==> src/rtl/snake_pkg.sv <==
// Shared definitions for the snake game blocks: playfield geometry,
// coordinate widths and the food placer state encoding.
package snake_pkg;

    localparam int GRID_W = 40;
    localparam int GRID_H = 30;
    localparam int X_W    = 6;
    localparam int Y_W    = 5;
    localparam int RAND_W = 14;
    localparam int TRY_W  = 8;

    typedef enum logic [2:0] {
        ST_IDLE      = 3'd0,
        ST_REQ       = 3'd1,
        ST_WAIT_RAND = 3'd2,
        ST_CHECK     = 3'd3,
        ST_QUERY     = 3'd4,
        ST_WAIT_OCC  = 3'd5,
        ST_DONE      = 3'd6,
        ST_FAIL      = 3'd7
    } place_state_t;

    // Increment that sticks at all-ones instead of wrapping back to zero.
    function automatic logic [TRY_W-1:0] sat_inc(input logic [TRY_W-1:0] value);
        return (value == {TRY_W{1'b1}}) ? value : value + 1'b1;
    endfunction

endpackage

==> src/rtl/food_placer.sv <==
// Food placer: draws random cells until one is on the playfield and not
// covered by the snake, then publishes it as the new food position.
//
// state      | meaning
// -----------+-----------------------------------------------------------
// IDLE       | waiting for a placement request
// REQ        | one-cycle request to the random source, counts a try
// WAIT_RAND  | waiting for a nonzero random word, latches the candidate
// CHECK      | rejects candidates outside the playfield
// QUERY      | one-cycle occupancy query for the candidate cell
// WAIT_OCC   | waiting for the occupancy answer
// DONE       | food position updated, valid pulse
// FAIL       | tries exhausted, fail pulse, food position unchanged
module food_placer
    import snake_pkg::*;
#(
    parameter int MAX_TRIES = 16
) (
    input  logic              i_Clk,
    input  logic              i_Rst,
    input  logic              i_Place,
    output logic              o_RandNeed,
    input  logic [RAND_W-1:0] i_RandNum,
    output logic              o_OccQuery,
    output logic [X_W-1:0]    o_OccX,
    output logic [Y_W-1:0]    o_OccY,
    input  logic              i_OccValid,
    input  logic              i_OccHit,
    output logic [X_W-1:0]    o_FoodX,
    output logic [Y_W-1:0]    o_FoodY,
    output logic              o_FoodValid,
    output logic              o_Busy,
    output logic              o_Fail
);

    place_state_t     state;
    place_state_t     state_nxt;
    logic [TRY_W-1:0] try_cnt;
    logic [X_W-1:0]   cand_x;
    logic [Y_W-1:0]   cand_y;
    logic [X_W-1:0]   food_x;
    logic [Y_W-1:0]   food_y;
    logic             rand_valid;
    logic             out_of_range;
    logic             tries_spent;
    logic             occ_free;

    // Compare one bit wider than the coordinates so a full-width grid
    // (64 columns or 32 rows) still fits in the bound.
    assign rand_valid   = (i_RandNum != '0);
    assign out_of_range = ({1'b0, cand_x} >= (X_W+1)'(GRID_W)) ||
                          ({1'b0, cand_y} >= (Y_W+1)'(GRID_H));
    assign tries_spent  = (try_cnt >= TRY_W'(MAX_TRIES));
    assign occ_free     = i_OccValid && !i_OccHit;

    // State register.
    always_ff @(posedge i_Clk or negedge i_Rst) begin
        if (!i_Rst) begin
            state <= ST_IDLE;
        end else begin
            state <= state_nxt;
        end
    end

    // Next-state decode and Moore outputs.
    always_comb begin
        state_nxt   = state;
        o_RandNeed  = 1'b0;
        o_OccQuery  = 1'b0;
        o_FoodValid = 1'b0;
        o_Fail      = 1'b0;
        o_Busy      = 1'b1;
        case (state)
            ST_IDLE: begin
                o_Busy = 1'b0;
                if (i_Place) begin
                    state_nxt = ST_REQ;
                end
            end
            ST_REQ: begin
                o_RandNeed = 1'b1;
                state_nxt  = ST_WAIT_RAND;
            end
            ST_WAIT_RAND: begin
                if (rand_valid) begin
                    state_nxt = ST_CHECK;
                end
            end
            ST_CHECK: begin
                if (out_of_range) begin
                    state_nxt = tries_spent ? ST_FAIL : ST_REQ;
                end else begin
                    state_nxt = ST_QUERY;
                end
            end
            ST_QUERY: begin
                o_OccQuery = 1'b1;
                state_nxt  = ST_WAIT_OCC;
            end
            ST_WAIT_OCC: begin
                if (i_OccValid) begin
                    if (i_OccHit) begin
                        state_nxt = tries_spent ? ST_FAIL : ST_REQ;
                    end else begin
                        state_nxt = ST_DONE;
                    end
                end
            end
            ST_DONE: begin
                o_FoodValid = 1'b1;
                state_nxt   = ST_IDLE;
            end
            ST_FAIL: begin
                o_Fail    = 1'b1;
                state_nxt = ST_IDLE;
            end
            default: begin
                state_nxt = ST_IDLE;
            end
        endcase
    end

    // Try counter: cleared when a placement is accepted, bumped per draw.
    always_ff @(posedge i_Clk or negedge i_Rst) begin
        if (!i_Rst) begin
            try_cnt <= '0;
        end else if (state == ST_IDLE && i_Place) begin
            try_cnt <= '0;
        end else if (state == ST_REQ) begin
            try_cnt <= sat_inc(try_cnt);
        end
    end

    // Candidate latch; only a word arriving in WAIT_RAND is taken.
    always_ff @(posedge i_Clk or negedge i_Rst) begin
        if (!i_Rst) begin
            cand_x <= '0;
            cand_y <= '0;
        end else if (state == ST_WAIT_RAND && rand_valid) begin
            cand_x <= i_RandNum[X_W-1:0];
            cand_y <= i_RandNum[X_W+Y_W-1:X_W];
        end
    end

    // Food position loads on the way into DONE so it is already new
    // during the o_FoodValid cycle.
    always_ff @(posedge i_Clk or negedge i_Rst) begin
        if (!i_Rst) begin
            food_x <= X_W'(GRID_W / 2);
            food_y <= Y_W'(GRID_H / 2);
        end else if (state == ST_WAIT_OCC && occ_free) begin
            food_x <= cand_x;
            food_y <= cand_y;
        end
    end

    assign o_OccX  = cand_x;
    assign o_OccY  = cand_y;
    assign o_FoodX = food_x;
    assign o_FoodY = food_y;

endmodule

==> config.mk <==
export PLATFORM = sky130hd
export DESIGN_NAME = food_placer
export DESIGN_NICKNAME = d
export VERILOG_FILES = /design/src/rtl/snake_pkg.sv /design/src/rtl/food_placer.sv
export SDC_FILE = /design/constraint.sdc
export NUM_CORES = 1
export LEC_CHECK = 0
export CAP_MARGIN = 10
export CORE_ASPECT_RATIO = 1.2
export CORE_MARGIN = 10
export CORE_UTILIZATION = 38
export CTS_CLUSTER_DIAMETER = 50
export CTS_CLUSTER_SIZE = 30
export DETAILED_ROUTE_END_ITERATION = 7
export PLACE_DENSITY = 0.68
export SETUP_SLACK_MARGIN = 0.3
export SLEW_MARGIN = 30
export SYNTH_ARGS = -nofsm -noshare
export SYNTH_HDL_FRONTEND = slang
export SYNTH_SLANG_ARGS = --single-unit
==> constraint.sdc <==
create_clock -name i_Clk -period 4.12 [get_ports i_Clk]
set_input_delay 0.824 -clock i_Clk [delete_from_list [all_inputs] [get_ports i_Clk]]
set_output_delay 0.824 -clock i_Clk [all_outputs]
set_load 0.01 [all_outputs]
* Yosys cells after proc, flatten, opt, wreduce, memory -nomap -nowiden *
Cells that the tools add are included.

storage, ports and cells
  bits in registers = 33
  logic and storage cells = 49

operators by class
  magnitude comparators = 3
  reductions and logical operators = 12
  equality and inequality tests = 12
  $add $sub $neg = 1
  muxes and demuxes = 15

operators with widths
  cell                 count
  $mux 8               3
  $pmux 3 s7           1
  $mux 3               6
  $reduce_bool 14->1   1
  $eq 3x3->1 const B   4
  $add 8x1->8 const B  1
  $eq 8x8->1 const B   1
  $ge 8x5->1 const B   1
  $ne 2x2->1 const B   4
  $eq 3x2->1 const B   2
  $ge 6x6->1 const B   1
  $ge 5x5->1 const B   1
  $mux 1               5
  $logic_and 1x1->1    4
  $eq 3x1->1 const B   1
  $logic_not 3->1      1
  $reduce_and 3->1     1
  $reduce_and 2->1     1
  $reduce_bool 2->1    1
  $reduce_or 2->1      1
  $logic_not 1->1      1
  $logic_or 1x1->1     1

* Depth between registers and ports, before layout *
  word-level depth = 5
  depth in mapped cells = 5
  gate-level depth less buffers = 5

* Least setup slack after synthesis *
Ideal clock, no wire load.

  kind = input port to flip-flop
  start point = in i_RandNum[8]
  end point = reg cand_x[0] (netlist: o_OccX[0])
  arrival time = 1,861 ps
  cell stages on the path = 5
  buffers on the path = 1
  setup time = 125 ps
  path slack = 2,134 ps
  data required time = 3,995 ps
  cells stage by stage = nor4_1 -> and4_1 -> nand2b_1 -> buf_6 -> mux2_2

between the ends
  cells in the longest elaborated chain, start to end = 2

RTL lines
  element               RTL line            RTL
  from (decl)           food_placer.sv:23   input logic [RAND_W-1:0] i_RandNum,
  $reduce_bool 14->1    food_placer.sv:50   assign rand_valid = (i_RandNum != '0);
  $logic_and 1x1->1     food_placer.sv:139  end else if (state == ST_WAIT_RAND && rand_valid) begin
  to (signal assigned)  food_placer.sv:140  cand_x <= i_RandNum[X_W-1:0];
  to (decl)             food_placer.sv:39   logic [X_W-1:0] cand_x;

Every way passes these cells.
A chain may end at the register's enable or synchronous reset.

* Worst setup path in the final report *
  start point = reg state[1]
  end point = out o_RandNeed

between the ends
  cells in the longest elaborated chain, start to end = 2

RTL lines
  element                 RTL line           RTL
  from (decl)             food_placer.sv:36  place_state_t state;
  from (signal assigned)  food_placer.sv:61  state <= state_nxt;
  $eq 3x1->1              food_placer.sv:73  case (state)
  $mux 1                  food_placer.sv:73
  to (decl)               food_placer.sv:22  output logic o_RandNeed,

Every way passes these cells.

==> flow_metrics.tcl <==
set metrics [dict create \
    root_buffer "clkbuf_8" \
    cts-htree-levels 2 \
    grt_pass1_vias 1250 \
    startpoint_type "flop" \
    dr.pass1.iters 4 \
    cts_hold_buf 0 \
    cts.path.max_buffers 2 \
    critPathTopFamily "buffers and inverters" \
    cts_buffers 5 \
    ant_nets 0 \
    worstPathCellList "nor3b_4 > clkdlybuf4s50_1" \
    pin_count 46 \
    rsz0062_at_grt "no" \
    worstHoldPathType "reg -> reg" \
    power_density_nw_per_um2 719 \
    endpoint_kind "output pin" \
    postSynthCellCount 132 \
    vdd_drop_max_v 0.000392 \
    tns_ps 0 \
    arrival_ps 1790 \
    start_util_pct 39.7 \
    portBuffers 45 \
    leakage_nw 0.913 \
    drive_above_1_share_pct 22.5 \
    grt-ovfl-total 0 \
    synth_top_area_share_pct 42.8 \
    num_rows 25 \
    drt-total-wl_um 3840 \
    num_antenna_cells 0 \
    worst_path_max_delay_cell "clkdlybuf4s50_1" \
    clock_sinks 33 \
    fin_nets 202 \
    grt_max_degree 34 \
    critPathKind "reg -> out" \
    max-slew-margin-rel_pct 60.2 \
    synth_cell_types 35 \
    routed_via_density 5.06 \
    cp-startpoint "state[1]$_DFFE_PN0P_" \
    routedWlPerCell_um 16.3 \
    yosys_warnings 0 \
    post-route-drc-count 0 \
    post_cts.repair.setup_buffers 0 \
    ys_seq_area_share_pct 52.8 \
    fin_crit_sh_pct 63.4 \
    setup_ws_ps 1510 \
    r2r_start "state[1]$_DFFE_PN0P_" \
    hpwlAfterDp_um 2960 \
    hold_violations 0 \
    n_fill_cell 361 \
    track_usage_pct 11.3 \
    r2r_slack_ps 2490 \
    cap_violations 0 \
    timing.final.max_slew_violations 0 \
    setup_viol 0 \
    tightest_slew_ps 592 \
    worstSkewPairLatency_ps 300 \
    synth_top_cell_by_area "dfrtp_1" \
    crit_fanout 13 \
    critPathBufInv 1 \
    min_from "o_FoodX[1]$_DFFE_PN0P_" \
    synth.area.top_cells "dfrtp_1 (43%), mux2_2 (16%), dfstp_2 (10%)" \
    cts_tree "yes" \
    dieArea_um2 7140 \
    dp_slack_ps 1320 \
    die_w_um 78.8 \
    synth.net_count 153 \
    max_freq_mhz 383 \
    place_congestion 0.810 \
    route.vias.total 1195 \
    crit_required_ps 3300 \
    coreArea_um2 3970 \
    antenna_found_initial 0 \
    cts_resized 0 \
    max_stage_delay_ps 600 \
    finClkSkew_ps 6.97 \
    status "completed" \
    clkSlewWorstSetupHoldPaths_ps 80 \
    chipHeight_um 90.6 \
    syn_area_um2 1580 \
    syn-mean-instance-area_um2 12.0 \
    grt_pass1_wl_um 6440 \
    synth_seq_cells 33 \
    drt-initial-drc-count 25 \
    syn_to_final_growth_pct 38.4 \
    period_needed_ps 2610 \
]
where the power goes:
| group | switching, mW | internal, mW |
|---|---|---|
| logic | 0.257 | 0.384 |
| registers | 0.144 | 0.475 |
| clock network | 0.130 | 0.181 |
sequential cells by signal, indices dropped and copies added (netlist names):
| signal | count |
|---|---|
| try_cnt | 8 |
| o_FoodX | 6 |
| o_OccX | 6 |
| o_FoodY | 5 |
| o_OccY | 5 |
| state | 3 |
cell families after synthesis:
group / count (synthesis) / synth area share [%]
simple gates: 41 / 15.5
xor+xnor: 1 / 0.555
compound gates: 20 / 8.56
mux: 24 / 17.0
flops: 33 / 52.8
fa+ha+maj: 2 / 1.58
buf+inv: 11 / 4.12
synthesized netlist by cell type:
master,instances
dfrtp_1,27
mux2_2,22
nand2_1,11
dfstp_2,6
inv_1,6
o21ai_0,6
nor2_1,5
nor4_1,4
and3_1,3
nand3_1,3
nand4_1,3
o211ai_1,3
a211oi_1,2
a21oi_1,2
and2_1,2
buf_4,2
buf_6,2
ha_1,2
mux2i_1,2
nand3b_1,2
nor3_1,2
o31ai_1,2
a21boi_1,1
a21o_1,1
and4_1,1
buf_2,1
nand2b_1,1
nor3b_1,1
nor3b_2,1
nor3b_4,1
nor4b_2,1
o2111a_1,1
o21bai_1,1
o2bb2ai_1,1
xor2_1,1
cell usage in the layout, fill, tap and decap left out, types with 4 or more instances in the layout:
master and instances:
clkdlybuf4s50_1 45, dfrtp_1 27, mux2_2 22, nand2_1 11, inv_1 6, o21ai_0 6
dfstp_2 6, nor2_1 5, clkbuf_8 5, nor4_1 4
per-stage QoR:
stage          area [um2]  util [%]  instances  hold WS (ps)  total power [mW]
2_1_floorplan        1580         -        132           492             0.948
3_3_place_gp         2070      52.1        228           488              1.25
4_1_cts              2180      55.0        236           512              1.59
3_5_place_dp         2070      52.1        228           495              1.27
6_report             2180      55.0        236           510              1.57
5_1_grt              2180      55.0        236           524              1.68
final timing paths:
kind / to / depth (start not counted)
hold reg to reg: o_FoodX[1]$_DFFE_PN0P_ / 1
min in group asynchronous: try_cnt[7]$_DFFE_PN0P_ / 2
max in group asynchronous: o_FoodY[0]$_DFFE_PN1P_ / 2
setup / recovery: o_RandNeed / 2
hold / removal: o_FoodX[1]$_DFFE_PN0P_ / 1
setup reg to reg: o_OccX[5]$_DFFE_PN0P_ / 3
layout make-up:
class | instances | area [um2] | area share [%]
Sequential cell | 33 | 833 | 38.1
Tap cell | 54 | 67.6 | 3.09
Timing Repair Buffer | 47 | 465 | 21.3
Clock inverter | 3 | 46.3 | 2.12
Inverter | 6 | 22.5 | 1.03
Multi-Input combinational cell | 88 | 681 | 31.2
Clock buffer | 5 | 68.8 | 3.15
per-layer routing:
metal,vias up,GRT usage (%),share of wire [%]
met5,-,0,0
met4,0,4.19,1.4
met3,5,7.27,10
met2,37,17.7,49
met1,580,11.9,40
li1,573,-,-
Power figures use the tool's default switching activity.
==> RTL change (same flow settings) <==
Reset style: synchronous (`i_Rst`), changed in 4 clocked blocks.
--- a/src/rtl/food_placer.sv
+++ b/src/rtl/food_placer.sv
@@ -54,7 +54,7 @@
     assign occ_free     = i_OccValid && !i_OccHit;
 
     // State register.
-    always_ff @(posedge i_Clk or negedge i_Rst) begin
+    always_ff @(posedge i_Clk) begin
         if (!i_Rst) begin
             state <= ST_IDLE;
         end else begin
@@ -121,7 +121,7 @@
     end
 
     // Try counter: cleared when a placement is accepted, bumped per draw.
-    always_ff @(posedge i_Clk or negedge i_Rst) begin
+    always_ff @(posedge i_Clk) begin
         if (!i_Rst) begin
             try_cnt <= '0;
         end else if (state == ST_IDLE && i_Place) begin
@@ -132,7 +132,7 @@
     end
 
     // Candidate latch; only a word arriving in WAIT_RAND is taken.
-    always_ff @(posedge i_Clk or negedge i_Rst) begin
+    always_ff @(posedge i_Clk) begin
         if (!i_Rst) begin
             cand_x <= '0;
             cand_y <= '0;
@@ -144,7 +144,7 @@
 
     // Food position loads on the way into DONE so it is already new
     // during the o_FoodValid cycle.
-    always_ff @(posedge i_Clk or negedge i_Rst) begin
+    always_ff @(posedge i_Clk) begin
         if (!i_Rst) begin
             food_x <= X_W'(GRID_W / 2);
             food_y <= Y_W'(GRID_H / 2);
Check against the original RTL: differs if i_Rst is asserted again (counterexample within 4 cycles, from zero or initial values and one cycle with i_Rst low); with i_Rst held inactive, the same outputs for 10 cycles.
==> RTL change against the unedited design <==
Sequential cell count did not move. Worst setup slack lost 0.039 ns. Synthesized area shrank 2.7%. Via count rose by 17%. Wire length grew 1.3%. Critical path depth did not move. Die area fell by 2.1%. Final area is 3.2% lower. Highest routed layer unchanged.
Power is not compared: it rests on default switching activity, and its combinational part moved more than twofold at a synthesized area within 25%.
==> RTL change: results (changes against the unedited design) <==
| Metric | Value |
|---|---|
| Final wirelength | `3.89 mm (+1.3%)` |
| Outcome | `complete, no violations` |
| Worst Setup Path Type | `flip-flop to primary output` |
| Ant diodes | `0 (unchanged)` |
| Detailed Routing Iterations Pass 1 | `4 (unchanged)` |
| Reg-to-reg startpoint | `state[0]` |
| FF-to-FF setup slack | `2.35 ns (-0.14 ns)` |
| Clock latency on the worst-skew pair | `0.28 ns (-0.02 ns)` |
| Top FF cell, synth | `dfxtp_1` |
| CP max stage cell | `dfxtp_1` |
| Int Pwr | `0.510 mW` |
| Routed vias/inst | `4.95 (-2.2%)` |
| First-pass GRT wire length | `6.35 mm (-1.3%)` |
| Iteration-0 DRC count of the detailed router | `102 (+310%)` |
| Tightest Pin Transition | `0.698 ns (+0.106 ns)` |
| Crit path max fanout | `15 (+2)` |
| CP delay by family, top | `flip-flops` |
| Setup Fix Bufs, Post-CTS | `0 (unchanged)` |
| Largest net degree at the start of global routing | `21 (-38%)` |
| Max Buffers Root-to-Sink | `2 (unchanged)` |
| Port bufs | `45 (unchanged)` |
| Reg2Reg Depth | `4 (+1)` |
| Number of global-route vias before repair | `1363 (+9.0%)` |
| Clock transition at path regs | `0.07 ns` |
| Syn_nets | `205 (+34%)` |
| Ys async rst share | `0% (-100 points)` |
| Ys Warns | `0 (unchanged)` |
| Unique masters post-synth | `40 (+14%)` |
| Hold Startpoint | `o_FoodX[2]` |
| Num CTS Buffers | `5 (unchanged)` |
| Reg2reg end | `try_cnt[7]` |
| Htree depth | `2 (unchanged)` |
| Most flops, register | `try_cnt` |
| Largest cells by area after synthesis | `dfxtp_1 (43%), nand2_1 (12%), mux2i_1 (8.5%)` |
| Synth top cells by count | `nand2_1 (48), dfxtp_1 (33), mux2i_1 (13)` |
| Initial antenna violation count | `0 (unchanged)` |
| Gpl congestion | `0.771 (-4.8%)` |
| # resized after CTS | `0 (unchanged)` |
| Peak VDD IR | `0.139 mV` |
| Max stage delay on crit path | `0.60 ns (about the same)` |
| DP Wirelength | `2.92 mm (-1.3%)` |
| WP data arrival | `1.83 ns (+0.04 ns)` |
| Clock skew | `0.00634 ns (-0.000636 ns)` |
| Layout cell share with drive strength beyond 1 | `6.11% (-16 points)` |
| Static leakage | `0.788 nW` |
| Post-synthesis sequential area ratio | `43.0% (-9.8 points)` |
| GRT Total Usage | `11.2% (-0.11 points)` |
| Post-layout nets | `249 (+23%)` |
| Clock root buffer | `clkbuf_8` |
RTL change: changes by cell type after synthesis, moves of 11 or more:
cell and delta:
nand2_1 +37, dfxtp_1 +33, mux2_2 -22, mux2i_1 +11
dfrtp_1 -27
RTL change: cell type report:
| type | instances | area, um^2 |
|---|---|---|
| fill | 366 | 1790 |
| tap | 54 | 67.6 |
| clock buffer | 5 | 68.8 |
| sequential | 33 | 661 |
| inverter | 6 | 22.5 |
| multi-input combinational | 135 | 813 |
| timing repair buffer | 47 | 465 |
| clock inverter | 3 | 17.5 |
RTL change: worst reg2reg max path, delay by kind of cell (launching register included):
kind             cells  cell delay [ns]
AO/OA/AOI/OAI        2             0.33
flip-flops           1             0.60
AND/OR/NAND/NOR      2             0.77
RTL change: how the worst min path moves through the flow:
stage | endpoint | cells past startpoint
global placement | o_FoodX[4] | 2
finish | o_FoodX[2] | 2
floorplan | try_cnt[7] | 2
CTS | o_FoodX[3] | 2
global route | o_OccY[0] | 2
detailed placement | o_FoodX[4] | 2
RTL change: cell families (layout without fill, tap and decap cells):
group	after synthesis	count (layout)	synth area share (%)
AOI/OAI and AO/OA	27	27	12.2
xor gates and xnor gates	2	2	1.14
adders and majority gates	2	2	1.63
buffers and inverters	16	61	4.40
DFF	33	33	43.0
muxes	13	13	8.47
and+or+nand+nor	91	91	29.2
RTL change: metrics by stage:
| step | hold WS (ns) | cell area (um^2) | instances | setup slack [ns] |
|---|---|---|---|---|
| 6_report | 0.467 | 2120 | 283 | 1.47 |
| 5_1_grt | 0.501 | 2120 | 283 | 1.35 |
| 4_1_cts | 0.471 | 2120 | 283 | 1.45 |
| 3_5_place_dp | 0.453 | 2030 | 275 | 1.65 |
| 3_3_place_gp | 0.450 | 2030 | 275 | 1.66 |
| 2_1_floorplan | 0.473 | 1540 | 184 | 2.33 |
RTL change: power by group through the flow:
stage / registers [mW] / logic, mW / clock network [mW]
floorplan: 0.353 / 0.0601 / 0
global placement: 0.357 / 0.110 / 0
detailed placement: 0.358 / 0.112 / 0
CTS: 0.350 / 0.112 / 0.245
global route: 0.354 / 0.120 / 0.260
finish: 0.350 / 0.110 / 0.237
RTL change: metal layers:
metal	vias to the layer above	global-route usage (%)	share of wire (%)
li1	727	-	-
met1	637	12.3	42
met2	34	19.5	51
met3	4	3.59	6.2
met4	0	4.89	1.3
met5	-	0	0
